`config.mk`:
```
export PLATFORM = sky130hd
export DESIGN_NAME = trigger_seq_ctrl
export DESIGN_NICKNAME = d
export VERILOG_FILES = /design/src/rtl/trigger_seq_ctrl.sv
export SDC_FILE = /design/constraint.sdc
export NUM_CORES = 1
export LEC_CHECK = 0
export CAP_MARGIN = 20
export CORE_MARGIN = 2
export CORE_UTILIZATION = 45
export CTS_CLUSTER_DIAMETER = 50
export DETAILED_ROUTE_END_ITERATION = 8
export GPL_ROUTABILITY_DRIVEN = 0
export PLACE_DENSITY = 0.66
export SLEW_MARGIN = 20
export SYNTH_ARGS = -nofsm -noshare
export SYNTH_HDL_FRONTEND = slang
export SYNTH_SLANG_ARGS = --single-unit
```
`constraint.sdc`:
```
create_clock -name fe_clk -period 5.74 [get_ports fe_clk]
set_input_delay 0.861 -clock fe_clk [delete_from_list [all_inputs] [get_ports fe_clk]]
set_output_delay 0.861 -clock fe_clk [all_outputs]
set_load 0.01 [all_outputs]
```
`src/rtl/trigger_seq_ctrl.sv`:
```
// Trigger sequencer: snapshots per-pulse delay/width/count on an accepted match and plays
// out up to pNUM_TRIGGER_PULSES pulses on a registered trigger output.
module trigger_seq_ctrl #(
  parameter int unsigned pNUM_TRIGGER_PULSES = 8,
  parameter int unsigned pNUM_TRIGGER_WIDTH  = 4,
  parameter int unsigned pCNT_WIDTH          = 24
) (
  input  logic                                      fe_clk,
  input  logic                                      reset_n,
  input  logic                                      I_trigger_enable,
  input  logic                                      I_arm,
  input  logic                                      I_match,
  input  logic [pCNT_WIDTH*pNUM_TRIGGER_PULSES-1:0] I_trigger_delay,
  input  logic [pCNT_WIDTH*pNUM_TRIGGER_PULSES-1:0] I_trigger_width,
  input  logic [pNUM_TRIGGER_WIDTH-1:0]             I_num_triggers,
  output logic                                      O_trigger,
  output logic                                      O_busy,
  output logic                                      O_done,
  output logic [pNUM_TRIGGER_WIDTH-1:0]             O_pulse_index,
  output logic                                      O_match_ignored
);

  localparam int unsigned CfgW = pCNT_WIDTH * pNUM_TRIGGER_PULSES;

  typedef logic [pCNT_WIDTH-1:0]         cnt_t;
  typedef logic [pNUM_TRIGGER_WIDTH-1:0] idx_t;
  typedef enum logic [1:0] {StIdle, StDelay, StPulse, StDone} state_e;

  localparam idx_t MaxN = idx_t'(pNUM_TRIGGER_PULSES);

  state_e          state_q, state_d;
  cnt_t            cnt_q, cnt_d;
  idx_t            k_q, k_d, n_q, n_d, k_nxt, num_eff;
  logic [CfgW-1:0] dly_q, dly_d, wid_q, wid_d;
  logic            rearm_q, rearm_d;
  logic            trig_q, busy_q, done_q, ign_q, ign_d;
  logic            accept;
  cnt_t            dly0, wid0, wid_cur, dly_nxt, wid_nxt;

  // Counter load for a pulse: a width of 0 still produces one high cycle.
  function automatic cnt_t width_m1(input cnt_t w);
    return (w == '0) ? '0 : w - cnt_t'(1);
  endfunction

  assign k_nxt   = k_q + idx_t'(1);
  assign dly0    = I_trigger_delay[0 +: pCNT_WIDTH];
  assign wid0    = I_trigger_width[0 +: pCNT_WIDTH];
  assign wid_cur = wid_q[k_q * pCNT_WIDTH +: pCNT_WIDTH];
  assign dly_nxt = dly_q[k_nxt * pCNT_WIDTH +: pCNT_WIDTH];
  assign wid_nxt = wid_q[k_nxt * pCNT_WIDTH +: pCNT_WIDTH];
  assign accept  = I_match && I_arm && I_trigger_enable && !rearm_q;

  always_comb begin
    if (I_num_triggers == '0) begin
      num_eff = idx_t'(1);
    end else if (I_num_triggers > MaxN) begin
      num_eff = MaxN;
    end else begin
      num_eff = I_num_triggers;
    end
  end

  always_comb begin
    state_d = state_q;
    cnt_d   = cnt_q;
    k_d     = k_q;
    n_d     = n_q;
    dly_d   = dly_q;
    wid_d   = wid_q;
    rearm_d = I_arm ? rearm_q : 1'b0;
    ign_d   = 1'b0;

    unique case (state_q)
      StIdle: begin
        if (accept) begin
          dly_d = I_trigger_delay;
          wid_d = I_trigger_width;
          n_d   = num_eff;
          k_d   = '0;
          // Zero delay goes straight to the pulse so the first high cycle is cycle 1.
          if (dly0 == '0) begin
            state_d = StPulse;
            cnt_d   = width_m1(wid0);
          end else begin
            state_d = StDelay;
            cnt_d   = dly0 - cnt_t'(1);
          end
        end else if (I_match) begin
          ign_d = 1'b1;
        end
      end
      StDelay: begin
        if (cnt_q == '0) begin
          state_d = StPulse;
          cnt_d   = width_m1(wid_cur);
        end else begin
          cnt_d = cnt_q - cnt_t'(1);
        end
      end
      StPulse: begin
        if (cnt_q != '0) begin
          cnt_d = cnt_q - cnt_t'(1);
        end else if (k_nxt < n_q) begin
          k_d = k_nxt;
          if (dly_nxt == '0) begin
            cnt_d = width_m1(wid_nxt);
          end else begin
            state_d = StDelay;
            cnt_d   = dly_nxt - cnt_t'(1);
          end
        end else begin
          state_d = StDone;
          k_d     = '0;
          rearm_d = 1'b1;
        end
      end
      StDone: state_d = StIdle;
      default: state_d = StIdle;
    endcase

    if (state_q != StIdle && I_match) begin
      ign_d = 1'b1;
    end

    if ((state_q == StDelay || state_q == StPulse) && !I_trigger_enable) begin
      state_d = StIdle;
      cnt_d   = '0;
      k_d     = '0;
      rearm_d = 1'b1;
    end
  end

  always_ff @(posedge fe_clk or negedge reset_n) begin
    if (!reset_n) begin
      state_q <= StIdle;
      cnt_q   <= '0;
      k_q     <= '0;
      n_q     <= '0;
      dly_q   <= '0;
      wid_q   <= '0;
      rearm_q <= 1'b0;
      trig_q  <= 1'b0;
      busy_q  <= 1'b0;
      done_q  <= 1'b0;
      ign_q   <= 1'b0;
    end else begin
      state_q <= state_d;
      cnt_q   <= cnt_d;
      k_q     <= k_d;
      n_q     <= n_d;
      dly_q   <= dly_d;
      wid_q   <= wid_d;
      rearm_q <= rearm_d;
      trig_q  <= (state_d == StPulse);
      busy_q  <= (state_d == StDelay) || (state_d == StPulse);
      done_q  <= (state_d == StDone);
      ign_q   <= ign_d;
    end
  end

  assign O_trigger       = trig_q;
  assign O_busy          = busy_q;
  assign O_done          = done_q;
  assign O_pulse_index   = k_q;
  assign O_match_ignored = ign_q;

endmodule

```
**Yosys cells after proc, flatten, opt, wreduce, memory -nomap -nowiden**

Cells that the tools add are included.

- $add $sub $neg: 7
- Muxes and demuxes: 35
- Multipliers: 2
- $lt $le $gt $ge: 2
- Reduce and logical (&&, ||, !) cells: 24
- Shift operators: 3
- Eq/ne operators: 9

Operator list:

| operator | count |
|---|---|
| $shiftx 192x10->24 | 3 |
| $mux 24 | 10 |
| $logic_not 24->1 | 6 |
| $sub 24x1->24 const B | 6 |
| $pmux 24 s3 | 1 |
| $mux 4 | 6 |
| $reduce_bool 24->1 | 1 |
| $mux 2 | 7 |
| $mul 4x2->6 const B | 2 |
| $mux 1 | 9 |
| $eq 2x2->1 const B | 4 |
| $pmux 2 s4 | 1 |
| $pmux 4 s2 | 1 |
| $reduce_and 3->1 | 2 |
| $logic_and 1x1->1 | 5 |
| $add 4x1->4 const B | 1 |
| $eq 2x1->1 const B | 2 |
| $gt 4x4->1 const B | 1 |
| $logic_not 4->1 | 1 |
| $lt 4x4->1 | 1 |
| $ne 4x3->1 const B | 1 |
| $reduce_bool 4->1 | 1 |
| $ne 3x2->1 const B | 1 |
| $ne 3x3->1 const B | 1 |
| 6 further kinds | 8 |

- Output and inout bits: 8
- Bits of input ports: 393
- Register bits after elaboration: 423

**Depth between registers and ports, before layout**

Gate-level depths: netlist (run 1).

- Depth in word-level cells: 11
- Depth in mapped cells: 21

**Least setup slack after synthesis (run 1)**

OpenSTA, ideal clock, no wires.

- Kind: register to register
- Start: reg k_q[0], in the netlist O_pulse_index[0]
- End: reg cnt_q[0]
- Buffers on the path: 6
- Path slack: 1.580 ns
- Setup time: 0.137 ns
- Stages on the path, launching flop included: 18
- Arrival: 4.023 ns
- Data required time: 5.603 ns
- Path through: dfrtp_1 ha_1 xnor2_4 inv_1 clkbuf_1 clkbuf_1 clkbuf_1 clkbuf_1 ha_1 o21ai_0 a31oi_1 o211ai_1 nand2_1 a21o_1 clkbuf_1 clkbuf_1 a222oi_1 o31ai_1

- Cells in the longest elaborated chain, start to end: 10
- Elaborated cells between the ends (all ways): 23

RTL lines:

| what | RTL line | RTL |
|---|---|---|
| start: declaration | 33 | `idx_t k_q, k_d, n_q, n_d, k_nxt, num_eff;` |
| start signal: assignment | 149 | `k_q <= k_d;` |
| $add 4x1->4 | 45 | `assign k_nxt = k_q + idx_t'(1);` |
| $mul 4x2->6 | 49, 50 |  |
| $shiftx 192x10->24 | 50 | `assign wid_nxt = wid_q[k_nxt * pCNT_WIDTH +: pCNT_WIDTH];` |
| $sub 24x1->24 / $logic_not 24->1 (equally long branches) | 42 | `return (w == '0) ? '0 : w - cnt_t'(1);` |
| $mux 24 | 42 |  |
| $mux 24 | 105 | `if (dly_nxt == '0) begin` |
| $mux 24 | 103 | `end else if (k_nxt < n_q) begin` |
| $mux 24 | 101 | `if (cnt_q != '0) begin` |
| $pmux 24 s3 | 73 | `unique case (state_q)` |
| $mux 24 | 125 | `if ((state_q == StDelay \|\| state_q == StPulse) && !I_trigger_enable) begin` |
| end signal: assignment | 148 | `cnt_q <= cnt_d;` |
| end: declaration | 32 | `cnt_t cnt_q, cnt_d;` |

Parallel ways exist; a longest one is shown, timed or not. The select of a mux whose other input is x is not followed.
A chain may end at the register's enable or synchronous reset.

**Final worst setup path (run 1)**

- Start: reg k_q[0], in the netlist O_pulse_index[0]
- End: reg cnt_q[2]

The elaborated chain is that of the path after synthesis.

==> flow_summary.json, run 1 <==
{
  "timing.hold.ws_ns": 0.215,
  "die_w_um": 238,
  "synth.area.top_cells": "dfrtp_1 (43%), mux2_2 (17%), mux4_2 (12%)",
  "p_leak_nw": 12.4,
  "worstSetupPathType": "reg2reg",
  "clock_path_buffers": 3,
  "layout_setup_ws_ns": 0.927,
  "track_usage": 0.291,
  "grt_max_degree": 136,
  "min_period_over_period": 0.838,
  "grt_pass1_wl_um": 123000,
  "powerDensity_mw_per_mm2": 546,
  "routed_via_density": 6.15,
  "synth_cells": 2064,
  "dr.pass1.iters": 8,
  "postSynthAreaPerCell_sq_um": 12.0,
  "ios": 401,
  "fmax_mhz": 208,
  "final_common_cell": "dfrtp_1",
  "start_util": 0.457,
  "routed_wl_um": 83200,
  "path_cells": "ha_4, mux4_2, nor2_1, o22ai_1, or3_1, or4_4, a21oi_4, nand2_2, o21ai_0, a221o_1",
  "die_h_um": 238,
  "rsz0062_at_grt": "false",
  "cp.required_ns": 6.28,
  "path_clk_slew_ns": 0.06,
  "path_max_fanout": 33,
  "place_ws_ns": 1.01,
  "wl_per_cell_um": 26.3,
  "fp.coreArea_sq_mm": 0.0540,
  "utilization": 0.575,
  "ff2ff_path_depth": 10,
  "fin_nets": 2830,
  "hp-class": "in2async",
  "synth_top_cell_area_share": 0.429,
  "maxSlewViolCount": 0,
  "startpoint_type": "flop",
  "setup_tns_ns": 0,
  "clock_latency_ns": 0.61,
  "max_slew_margin": 0.349,
  "cpLargestDelayFamily": "simple AND/OR/NAND/NOR gates",
  "grt_pass1_vias": 19397,
  "ant_nets": 0,
  "die_area_sq_mm": 0.0567,
  "post-cts-setup-buffer-count": 0,
  "final_cell_area_sq_mm": 0.0311,
  "dp_cells": 3058,
  "cp.depth": 10,
  "syn_area_sq_mm": 0.0247,
  "p_total_mw": 17.0,
  "overflow": 0,
  "synth_top_cell_by_area": "dfrtp_1",
  "yosys_warnings": 0,
  "ctsResizeCount": 0,
  "clock_sinks": 423,
  "synth_cell_types": 77,
  "area_delta_synth_final_pct": 25.9,
  "cts_hold_buffers": 0,
  "ys_seq_elements": 423,
  "antenna_found_initial": 7,
  "setup_viol": 0,
  "cts_buffers": 51,
  "finalHoldViolCount": 0,
  "worst_slew_pin_slew_ns": 0.977,
  "worst_setup_path_end_kind": "flop",
  "dr_total_vias": 19421,
  "period_needed_ns": 4.81,
  "crit_buf_inv": 0,
  "fp-row-count": 85,
  "cp_slowest_cell": "ha_4",
  "postSynthNetCount": 2477,
  "cts_tree": "built",
  "cts_root_buf": "clkbuf_16",
  "drv_cap": 0,
  "drtIter0Drc": 2050,
  "fin_cells": 3160,
  "htree_levels": 2,
  "ir_drop_v": 0.000299,
  "synth-edff-count": 0,
  "drive_gt1_frac": 0.270,
  "placed_area_sq_mm": 0.0293,
  "critPathArrivalTime_ns": 5.35,
  "synth_seq_area_share": 0.429,
  "port-buffer-count": 400,
  "status": "completed",
  "drc_errors": 0,
  "crit_path_max_incr_delay_ns": 0.74,
  "final_cell_mix": "dfrtp_1 (421), clkdlybuf4s50_1 (399), mux2_2 (383)",
  "skew_ns": 0.0209,
  "hpwl_um": 63500,
  "synthArstFlopShare": 1.00,
  "synth-main-ff-cell": "dfrtp_1"
}
## per-layer routing
layer  track usage  vias up  part of all wire
met4        0.0826        0             0.028
met2         0.459      868              0.47
met1         0.407     9968              0.42
met3        0.0626      149             0.084
met5             0        -                 0
li1              -     8436                 -
## cells by family after synthesis
| family | after synthesis | synth area share |
|---|---|---|
| multiplexers | 546 | 0.311 |
| AND/OR/NAND/NOR | 529 | 0.105 |
| flip-flops | 423 | 0.429 |
| AO/OA/AOI/OAI | 283 | 0.0748 |
| buffers and inverters | 154 | 0.0301 |
| XOR/XNOR | 109 | 0.0402 |
| adder cells (fa/ha/maj) | 20 | 0.0101 |
## synthesized netlist by cell type (8+ instances only)
cell / count
nand2_1: 189
dfrtp_1: 423
and3_1: 9
nor4_1: 28
a211oi_1: 11
mux2_2: 383
inv_1: 20
nand3_1: 36
o21ai_0: 65
nor2b_1: 15
nor2_1: 112
a221oi_1: 8
a22oi_1: 30
nand4_1: 10
xnor2_1: 61
buf_1: 8
o22ai_1: 10
ha_1: 20
clkbuf_1: 85
a22o_1: 9
o31ai_1: 12
a21oi_1: 70
or3_1: 21
or4_1: 10
a221o_1: 9
mux4_2: 130
nand2b_1: 11
xor2_1: 46
o211ai_1: 11
buf_4: 8
nor3_1: 41
mux2i_1: 27
buf_2: 19
buf_6: 11
## layout make-up
class	count	area, sq um
Fill cell	4432	23000
Multi-Input combinational cell	1487	13400
Clock inverter	24	255
Tap cell	696	871
Inverter	21	78.8
Sequential cell	423	10600
Antenna cell	5	12.5
Clock buffer	71	1460
Timing Repair Buffer	433	4400
## report_power, final
part / leakage, nW / switching, mW / total, mW / internal (mW)
logic: 6.41 / 4.08 / 7.96 / 3.88
registers: 5.17 / 1.28 / 5.72 / 4.44
clock network: 0.843 / 1.35 / 3.28 / 1.93
total: 12.4 / 6.71 / 17.0 / 10.2
## flip-flops by register name (all words and copies together) (netlist names)
register,cells
dly_q,192
wid_q,192
cnt_q,24
O_pulse_index,4
n_q,4
state_q,2
O_busy,1
O_done,1
O_match_ignored,1
O_trigger,1
rearm_q,1
## final timing paths
| path | to | slack, ns | start |
|---|---|---|---|
| setup / recovery | cnt_q[2] | 0.93 | O_pulse_index[0] |
| hold / removal | dly_q[170] | 0.22 | reset_n |
| setup reg to reg | cnt_q[2] | 0.93 | O_pulse_index[0] |
| hold reg to reg | n_q[1] | 0.49 | n_q[1] |
| max in group asynchronous | dly_q[124] | 4.12 | reset_n |
| min in group fe_clk | n_q[1] | 0.49 | n_q[1] |
No activity file was read; power rests on OpenSTA's default activity.
==> run 2: changes to the inputs <==
PLACE_DENSITY = 0.69   (was 0.66)
clock period = 3.9 ns   (was 5.74 ns; I/O delays follow)
==> flow_summary.json, run 2 (same netlist as run 1, synthesis figures left out) <==
{
  "timing.hold.ws_ns": -0.00557,
  "worstSetupPathType": "reg2reg",
  "die_area_sq_mm": 0.0567,
  "final_common_cell": "dfrtp_1",
  "ant_nets": 0,
  "max_slew_margin": 0.306,
  "fp-row-count": 85,
  "dr.pass1.iters": 6,
  "period_needed_ns": 3.93,
  "grt_pass1_wl_um": 129000,
  "grt_pass1_vias": 20377,
  "skew_ns": 0.0299,
  "cts_root_buf": "clkbuf_16",
  "worst_slew_pin_slew_ns": 1.04,
  "path_clk_slew_ns": 0.06,
  "fp.coreArea_sq_mm": 0.0540,
  "track_usage": 0.303,
  "rsz0062_at_grt": "true",
  "nFillCells": 4242,
  "final_cell_area_sq_mm": 0.0324,
  "critPathArrivalTime_ns": 4.46,
  "dr_total_vias": 20334,
  "setup_viol": 2,
  "drtIter0Drc": 2297,
  "cp.required_ns": 4.43,
  "multiInputGateArea_sq_mm": 0.0135,
  "wl_per_cell_um": 26.5,
  "overflow": 0,
  "violations": "hold timing, setup timing",
  "hp-class": "in2async",
  "grt_max_degree": 114,
  "die_h_um": 238,
  "min_period_over_period": 1.01,
  "maxSlewViolCount": 0,
  "antenna_found_initial": 5,
  "fmax_mhz": 254,
  "layout_setup_ws_ns": -0.0304,
  "drc_errors": 0,
  "startpoint_type": "flop",
  "ios": 401,
  "htree_levels": 2,
  "drive_gt1_frac": 0.313,
  "routed_wl_um": 87200,
  "routed_via_density": 6.18,
  "cts_buffers": 52,
  "worst_setup_path_end_kind": "flop",
  "status": "complete, but fails checks",
  "area_delta_synth_final_pct": 31.4,
  "ir_drop_v": 0.000442,
  "finalHoldViolCount": 5,
  "fin_nets": 2964,
  "final_cell_mix": "dfrtp_1 (421), clkdlybuf4s50_1 (399), mux2_2 (383)",
  "die_w_um": 238,
  "clock_latency_ns": 0.62,
  "clock_sinks": 423,
  "hpwl_um": 66100,
  "cts_tree": "built",
  "port-buffer-count": 400,
  "p_leak_nw": 13.2,
  "start_util": 0.457,
  "powerDensity_mw_per_mm2": 816,
  "path_max_fanout": 10,
  "clock_path_buffers": 3,
  "p_total_mw": 26.5,
  "seq_area_sq_mm": 0.0106,
  "reg_top3": "dly_q: 192 flops, wid_q: 192 flops, cnt_q: 24 flops",
  "drv_cap": 0,
  "placed_area_sq_mm": 0.0303
}
run 2: cell types whose count changed in the layout (fill, tap and decap cells not counted), moves of 4 or more:
cell / change
buf_4: +113
buf_6: +6
bufinv_16: +4
buf_12: +10
diode_2: -4
run 2: final cells by class:
cell class              instances  share of cell area
inverters                      21             0.00243
well taps                     696              0.0268
repair buffers                566               0.173
multi-input cells            1487               0.415
clock buffers                  68              0.0438
clock inverters                27              0.0119
diodes                          1           0.0000772
flip-flops and latches        423               0.327
run 2: worst paths after layout:
path	from	to	slack [ns]	cells after the start
min	reset_n	wid_q[98]	-0.006	1
max	O_pulse_index[0]	cnt_q[2]	-0.03	12
max in group asynchronous	reset_n	wid_q[116]	2.79	2
min reg2reg	n_q[0]	n_q[0]	0.47	2
min in group fe_clk	n_q[0]	n_q[0]	0.47	2
max reg2reg	O_pulse_index[0]	cnt_q[2]	-0.03	12
run 2: per-layer routing:
| metal | GRT usage | vias up | part of all wire |
|---|---|---|---|
| met5 | 0 | - | 0.00015 |
| met4 | 0.108 | 2 | 0.041 |
| met3 | 0.0641 | 236 | 0.093 |
| met2 | 0.481 | 1226 | 0.47 |
| met1 | 0.412 | 10179 | 0.40 |
| li1 | - | 8691 | - |
run 2: timing repair:
item | 4_1_cts | 5_1_grt
resized for setup | 3 | 28
endpoints found under the setup margin | 5 | 22
gates cloned | 1 | 2
hold buffers | 0 | 0
setup buffers | 2 | 14
hold endpoints to repair | 0 | 0
pin swaps | 0 | 7
run 2: per-stage QoR:
stage          cells   util  setup slack (ns)  TNS, ns
2_1_floorplan   2064      -            0.0162        0
3_3_place_gp    3174  0.560           0.00348        0
3_5_place_dp    3174  0.560           -0.0811   -0.125
4_1_cts         3272  0.595           0.00157        0
5_1_grt         3289  0.600           -0.0342  -0.0550
6_report        3289  0.600           -0.0304  -0.0319
run 2: where the power goes:
| group | leakage (nW) | switching, mW | internal, mW | total, mW |
|---|---|---|---|---|
| sequential | 5.17 | 1.80 | 6.53 | 8.33 |
| combinational | 7.16 | 6.46 | 6.58 | 13.0 |
| clock | 0.878 | 2.03 | 3.06 | 5.10 |
| total | 13.2 | 10.3 | 16.2 | 26.5 |
run 2: critical path: stages, from the launching register on:
cell	delay, ns
dfrtp_4	0.52
ha_4	0.39
buf_6	0.17
mux4_2	0.35
a22o_1	0.34
or3_1	0.36
or4_4	0.61
buf_12	0.16
a21oi_4	0.13
buf_12	0.15
nand2_2	0.10
o21ai_1	0.36
a221o_1	0.22
